===== src/rtl/peripheral_memory_arbiter.sv =====
// Round-robin arbiter sharing one single-port 256x32 memory between the register path (A) and DMA (B).
// Define MEM_ARB_LOCK_EN to enable bounded burst locking (lock_a/lock_b, lock_owner).
module peripheral_memory_arbiter #(
  parameter int DATAWIDTH = 32,
  parameter int ADDRWIDTH = 8,
  parameter int MAX_LOCK  = 16
) (
  input  logic                 clk,
  input  logic                 reset_n,
  input  logic                 req_a,
  input  logic                 req_b,
  input  logic                 we_a,
  input  logic                 we_b,
  input  logic [ADDRWIDTH-1:0] addr_a,
  input  logic [ADDRWIDTH-1:0] addr_b,
  input  logic [DATAWIDTH-1:0] wdata_a,
  input  logic [DATAWIDTH-1:0] wdata_b,
  input  logic                 lock_a,
  input  logic                 lock_b,
  output logic                 gnt_a,
  output logic                 gnt_b,
  output logic                 rvalid_a,
  output logic                 rvalid_b,
  output logic [DATAWIDTH-1:0] rdata_a,
  output logic [DATAWIDTH-1:0] rdata_b,
  output logic [1:0]           lock_owner,
  output logic                 mem_write_en,
  output logic [ADDRWIDTH-1:0] mem_address,
  output logic [DATAWIDTH-1:0] mem_data_in,
  input  logic [DATAWIDTH-1:0] mem_data_out
);

  typedef enum logic [1:0] {IDLE, LOCK_A, LOCK_B} state_t;

  state_t               state;
  logic                 rr;
  logic [ADDRWIDTH-1:0] addr_q;
  logic [DATAWIDTH-1:0] wdata_q;

`ifdef MEM_ARB_LOCK_EN
  logic [7:0] lock_cnt;
  logic [7:0] cnt_inc;
  assign cnt_inc = lock_cnt + 8'd1;
`else
  logic unused_lock;
  assign unused_lock = ^{lock_a, lock_b, 8'(MAX_LOCK)};
  assign lock_owner  = 2'b00;
`endif

  always_comb begin
    gnt_a = 1'b0;
    gnt_b = 1'b0;
    if (reset_n) begin
      case (state)
        IDLE: begin
          if (req_a && req_b) begin
            gnt_a = ~rr;
            gnt_b = rr;
          end else begin
            gnt_a = req_a;
            gnt_b = req_b;
          end
        end
        LOCK_A:  gnt_a = req_a;
        LOCK_B:  gnt_b = req_b;
        default: ;
      endcase
    end
  end

  // Address and data buses hold their last granted value between accesses.
  assign mem_write_en = (gnt_a & we_a) | (gnt_b & we_b);
  assign mem_address  = gnt_a ? addr_a  : (gnt_b ? addr_b  : addr_q);
  assign mem_data_in  = gnt_a ? wdata_a : (gnt_b ? wdata_b : wdata_q);
  assign rdata_a      = mem_data_out;
  assign rdata_b      = mem_data_out;

  always_ff @(posedge clk or negedge reset_n) begin
    if (!reset_n) begin
      state    <= IDLE;
      rr       <= 1'b0;
      addr_q   <= '0;
      wdata_q  <= '0;
      rvalid_a <= 1'b0;
      rvalid_b <= 1'b0;
`ifdef MEM_ARB_LOCK_EN
      lock_cnt   <= 8'd0;
      lock_owner <= 2'b00;
`endif
    end else begin
      rvalid_a <= gnt_a & ~we_a;
      rvalid_b <= gnt_b & ~we_b;
      if (gnt_a || gnt_b) begin
        addr_q  <= mem_address;
        wdata_q <= mem_data_in;
      end
      case (state)
        IDLE: begin
          if (gnt_a || gnt_b) begin
            rr <= gnt_a;
`ifdef MEM_ARB_LOCK_EN
            if (gnt_a && lock_a) begin
              state      <= LOCK_A;
              lock_cnt   <= 8'd1;
              lock_owner <= 2'b01;
            end else if (gnt_b && lock_b) begin
              state      <= LOCK_B;
              lock_cnt   <= 8'd1;
              lock_owner <= 2'b10;
            end
`endif
          end
        end
`ifdef MEM_ARB_LOCK_EN
        LOCK_A: begin
          if (!req_a || !lock_a || cnt_inc == 8'(MAX_LOCK)) begin
            state      <= IDLE;
            rr         <= 1'b1;
            lock_cnt   <= 8'd0;
            lock_owner <= 2'b00;
          end else begin
            lock_cnt <= cnt_inc;
          end
        end
        LOCK_B: begin
          if (!req_b || !lock_b || cnt_inc == 8'(MAX_LOCK)) begin
            state      <= IDLE;
            rr         <= 1'b0;
            lock_cnt   <= 8'd0;
            lock_owner <= 2'b00;
          end else begin
            lock_cnt <= cnt_inc;
          end
        end
`endif
        default: state <= IDLE;
      endcase
    end
  end

endmodule

===== config.mk =====
export PLATFORM = sky130hd
export DESIGN_NAME = peripheral_memory_arbiter
export DESIGN_NICKNAME = d
export VERILOG_FILES = /design/src/rtl/peripheral_memory_arbiter.sv
export SDC_FILE = /design/constraint.sdc
export NUM_CORES = 1
export LEC_CHECK = 0
export CAP_MARGIN = 30
export CORE_ASPECT_RATIO = 1.4
export CORE_MARGIN = 4
export CORE_UTILIZATION = 33
export CTS_BUF_LIST = sky130_fd_sc_hd__clkbuf_16
export CTS_CLUSTER_SIZE = 25
export DETAILED_ROUTE_END_ITERATION = 6
export HOLD_SLACK_MARGIN = 0.1
export PLACE_DENSITY = 0.81
export SETUP_SLACK_MARGIN = 0.5
export SLEW_MARGIN = 15
export SYNTH_ARGS = -nofsm -noshare
export SYNTH_HDL_FRONTEND = slang
export SYNTH_SLANG_ARGS = --single-unit

===== constraint.sdc =====
create_clock -name clk -period 1.9 [get_ports clk]
set_clock_uncertainty 0.2 [all_clocks]
set_input_delay 0.285 -clock clk [delete_from_list [all_inputs] [get_ports clk]]
set_output_delay 0.285 -clock clk [all_outputs]
set_load 0.05 [all_outputs]

==> flow_summary_export.csv <==
group,metric,value,unit
status,outcome,"finished with violations",
status,violations,"setup timing",
timing,drv_slew,0,
worst_hold_path,hold_path.class,"primary input to primary output",
place,place.gp.congestion,0.727,
grt,first_global_vias,2671,
clocking,root_buffer,"clkbuf_16",
layout,area_delta_synth_final,70.8,%
pwr,p_per_area,835,nW/µm²
layout,drive_above_1_share,39.1,%
yosys,seq_area_frac_synth,37.8,%
routing,drc,0,
pwr,p_sw_share,32.9,%
timing,setup-violations-final,61,
pwr,clockPowerShare,23.6,%
clocking,path_clk_slew,0.06,ns
pwr,p_sw,1.34,mW
routing,vias,2502,
setup_path,critPathLaunchType,"flop",
timing,final_hold_viol_count,0,
setup_path,required,1.41,ns
pwr,p_total,4.06,mW
grt,top_usage_layer,"met2",
routing,drtIter0Drc,137,
clocking,cts_tree,"built",
place,dpl_worst_slack,-0.382,ns
floorplanning,core_area,8300,µm²
layout,layout_commonest_cell,"clkdlybuf4s50_1",
grt,track_usage,17.6,%
timing,fin_crit_sh,114,%
floorplanning,start_util,34.4,%
setup_path,worst-path-max-fanout,19,
routing,firstDrtPassIters,4,
timing,fmax,463,MHz
setup_path,end_kind,"primary output",
yosys,synthArstFlopShare,100,%
layout,final_cell_mix,"clkdlybuf4s50_1, buf_12, dfrtp_1",
yosys,synth-edff-count,0,
floorplanning,chipWidth,86.5,µm
grt,met1_usage,18.9,%
routing,drt.antenna.violating_nets,0,
floorplanning,ioPinCount,231,
timing,tns,-11.06,ns
clocking,numCtsBuffers,5,
grt,globalRouteMet3Util,2.87,%
routing,routed_wl,9070,µm
pwr,sequentialPowerShare,26.5,%
place,io_buffers,130,
yosys,synthCells,262,
grt,grt_antenna_before_repair,0,
grt,grt_max_degree,44,
yosys,synth-seq-cells,43,
pwr,leakage,2.06,nW
yosys,yosys_warnings,0,
grt,grt_pass1_wl,14200,µm
yosys,synth_ff_type,"dfrtp_1",
timing,whs,0.370,ns
grt,use_met2,31.8,%
floorplanning,die_h,118,µm
floorplanning,num_rows,39,
setup_path,critical_path_arrival,1.68,ns
pwr,p_int,2.73,mW
clocking,cts.sinks,43,
yosys,synth.distinct_cells,15,
timing,rsz0062_at_grt,"yes",
run,maxCapViolations,0,
yosys,netlist_area,2850,µm²
routing,avgRoutedWirePerCell,20.0,µm
floorplanning,dieArea,10200,µm²
timing,post-route-min-period,2.16,ns
clocking,clkLatencyLatePin,0.28,ns
pwr,ir_drop,0.447,mV
grt,grt_overflow,0,
place,hpwlAfterDp,6260,µm
timing,setup_ws,-0.261,ns
pwr,power_frac_comb,49.9,%
layout,fin_nets,469,
setup_path,critical_path_class,"flop to primary output",
layout,utilization,58.7,%
clocking,h-tree-depth,2,
routing,via_per_inst,5.52,
clocking,cts_buffer_depth,2,
yosys,avgSynthCellArea,10.9,µm²
## worst paths after layout
kind	from	to	slack, ns	cells after the start
worst max-delay path	rr$_DFFE_PN0P_	mem_data_in[12]	-0.26	6
worst min-delay path	mem_data_out[24]	rdata_a[24]	0.37	0
min in group asynchronous	reset_n	wdata_q[28]$_DFFE_PN0P_	0.46	3
worst min register to register	wdata_q[0]$_DFFE_PN0P_	wdata_q[0]$_DFFE_PN0P_	0.38	2
worst max register to register	rr$_DFFE_PN0P_	wdata_q[19]$_DFFE_PN0P_	-0.05	9
max in group asynchronous	reset_n	rr$_DFFE_PN0P_	0.74	3
## timing repair
| item | in CTS | in global routing |
|---|---|---|
| hold buffers | 1 | 0 |
| pin swaps | 19 | 15 |
| setup buffers | 10 | 3 |
| setup endpoints to repair | 86 | 128 |
| resized for setup | 24 | 4 |
| cloned | 4 | 0 |
| endpoints found under the hold margin | 43 | 0 |
## per-stage QoR
| stage | instances | cell area, µm² |
|---|---|---|
| final | 453 | 4870 |
| after global routing | 452 | 4860 |
| after CTS | 449 | 4830 |
| after detailed placement | 426 | 4340 |
| after global placement | 426 | 4340 |
| after floorplan | 263 | 2950 |
## cells in the mapped netlist (2+ instances only)
cell type / n / area, µm²
a21oi_2: 2 / 17.5
clkbuf_1: 3 / 11.3
and2_1: 40 / 250
buf_6: 7 / 78.8
a221o_1: 80 / 801
buf_4: 69 / 518
nand2_1: 2 / 7.51
dfrtp_1: 43 / 1080
nor2b_1: 2 / 12.5
buf_2: 9 / 45.0
## final cells by class
type,instances,area (µm²)
clock inverter,3,38.8
clock buffer,5,125
antenna,1,2.50
timing repair buffer,167,2290
fill,690,3430
tap,102,128
multi-input combinational,131,1200
inverter,1,3.75
sequential,43,1080
## worst max-delay path, stage by stage, from the launching register on
cell     delay [ns]
dfrtp_2        0.44
inv_2          0.08
a21oi_4        0.05
buf_12         0.13
buf_12         0.15
a221o_2        0.37
buf_12         0.16
## metal layers
| metal | share of wire [%] | routed length, µm |
|---|---|---|
| met3 | 6.4 | 577 |
| met4 | 4.5 | 412 |
| met2 | 55 | 5000 |
| met5 | 0 | 0 |
| met1 | 34 | 3090 |
## cell families (layout without fill, tap and decap cells)
family | after synthesis | count (layout) | synth area share [%]
AND/OR/NAND/NOR | 44 | 44 | 9.48
other | 1 | 3 | 0.132
AO/OA/AOI/OAI | 85 | 85 | 29.6
buffers and inverters | 89 | 176 | 23.0
flip-flops | 43 | 43 | 37.8
## sequential cells by signal, indices dropped and copies added, names as in the netlist
name	count
rvalid_b	1
wdata_q	32
addr_q	8
rr	1
rvalid_a	1
## power by group through the flow
stage                     registers [mW]  logic (mW)  clock network (mW)
after floorplan                     1.09        1.34                   0
after global placement              1.09        1.89                   0
after detailed placement            1.09        1.92                   0
after CTS                           1.08        2.03               0.981
after global routing                1.09        2.12                1.02
final                               1.08        2.03               0.958
No activity file was read; power rests on OpenSTA's default activity.
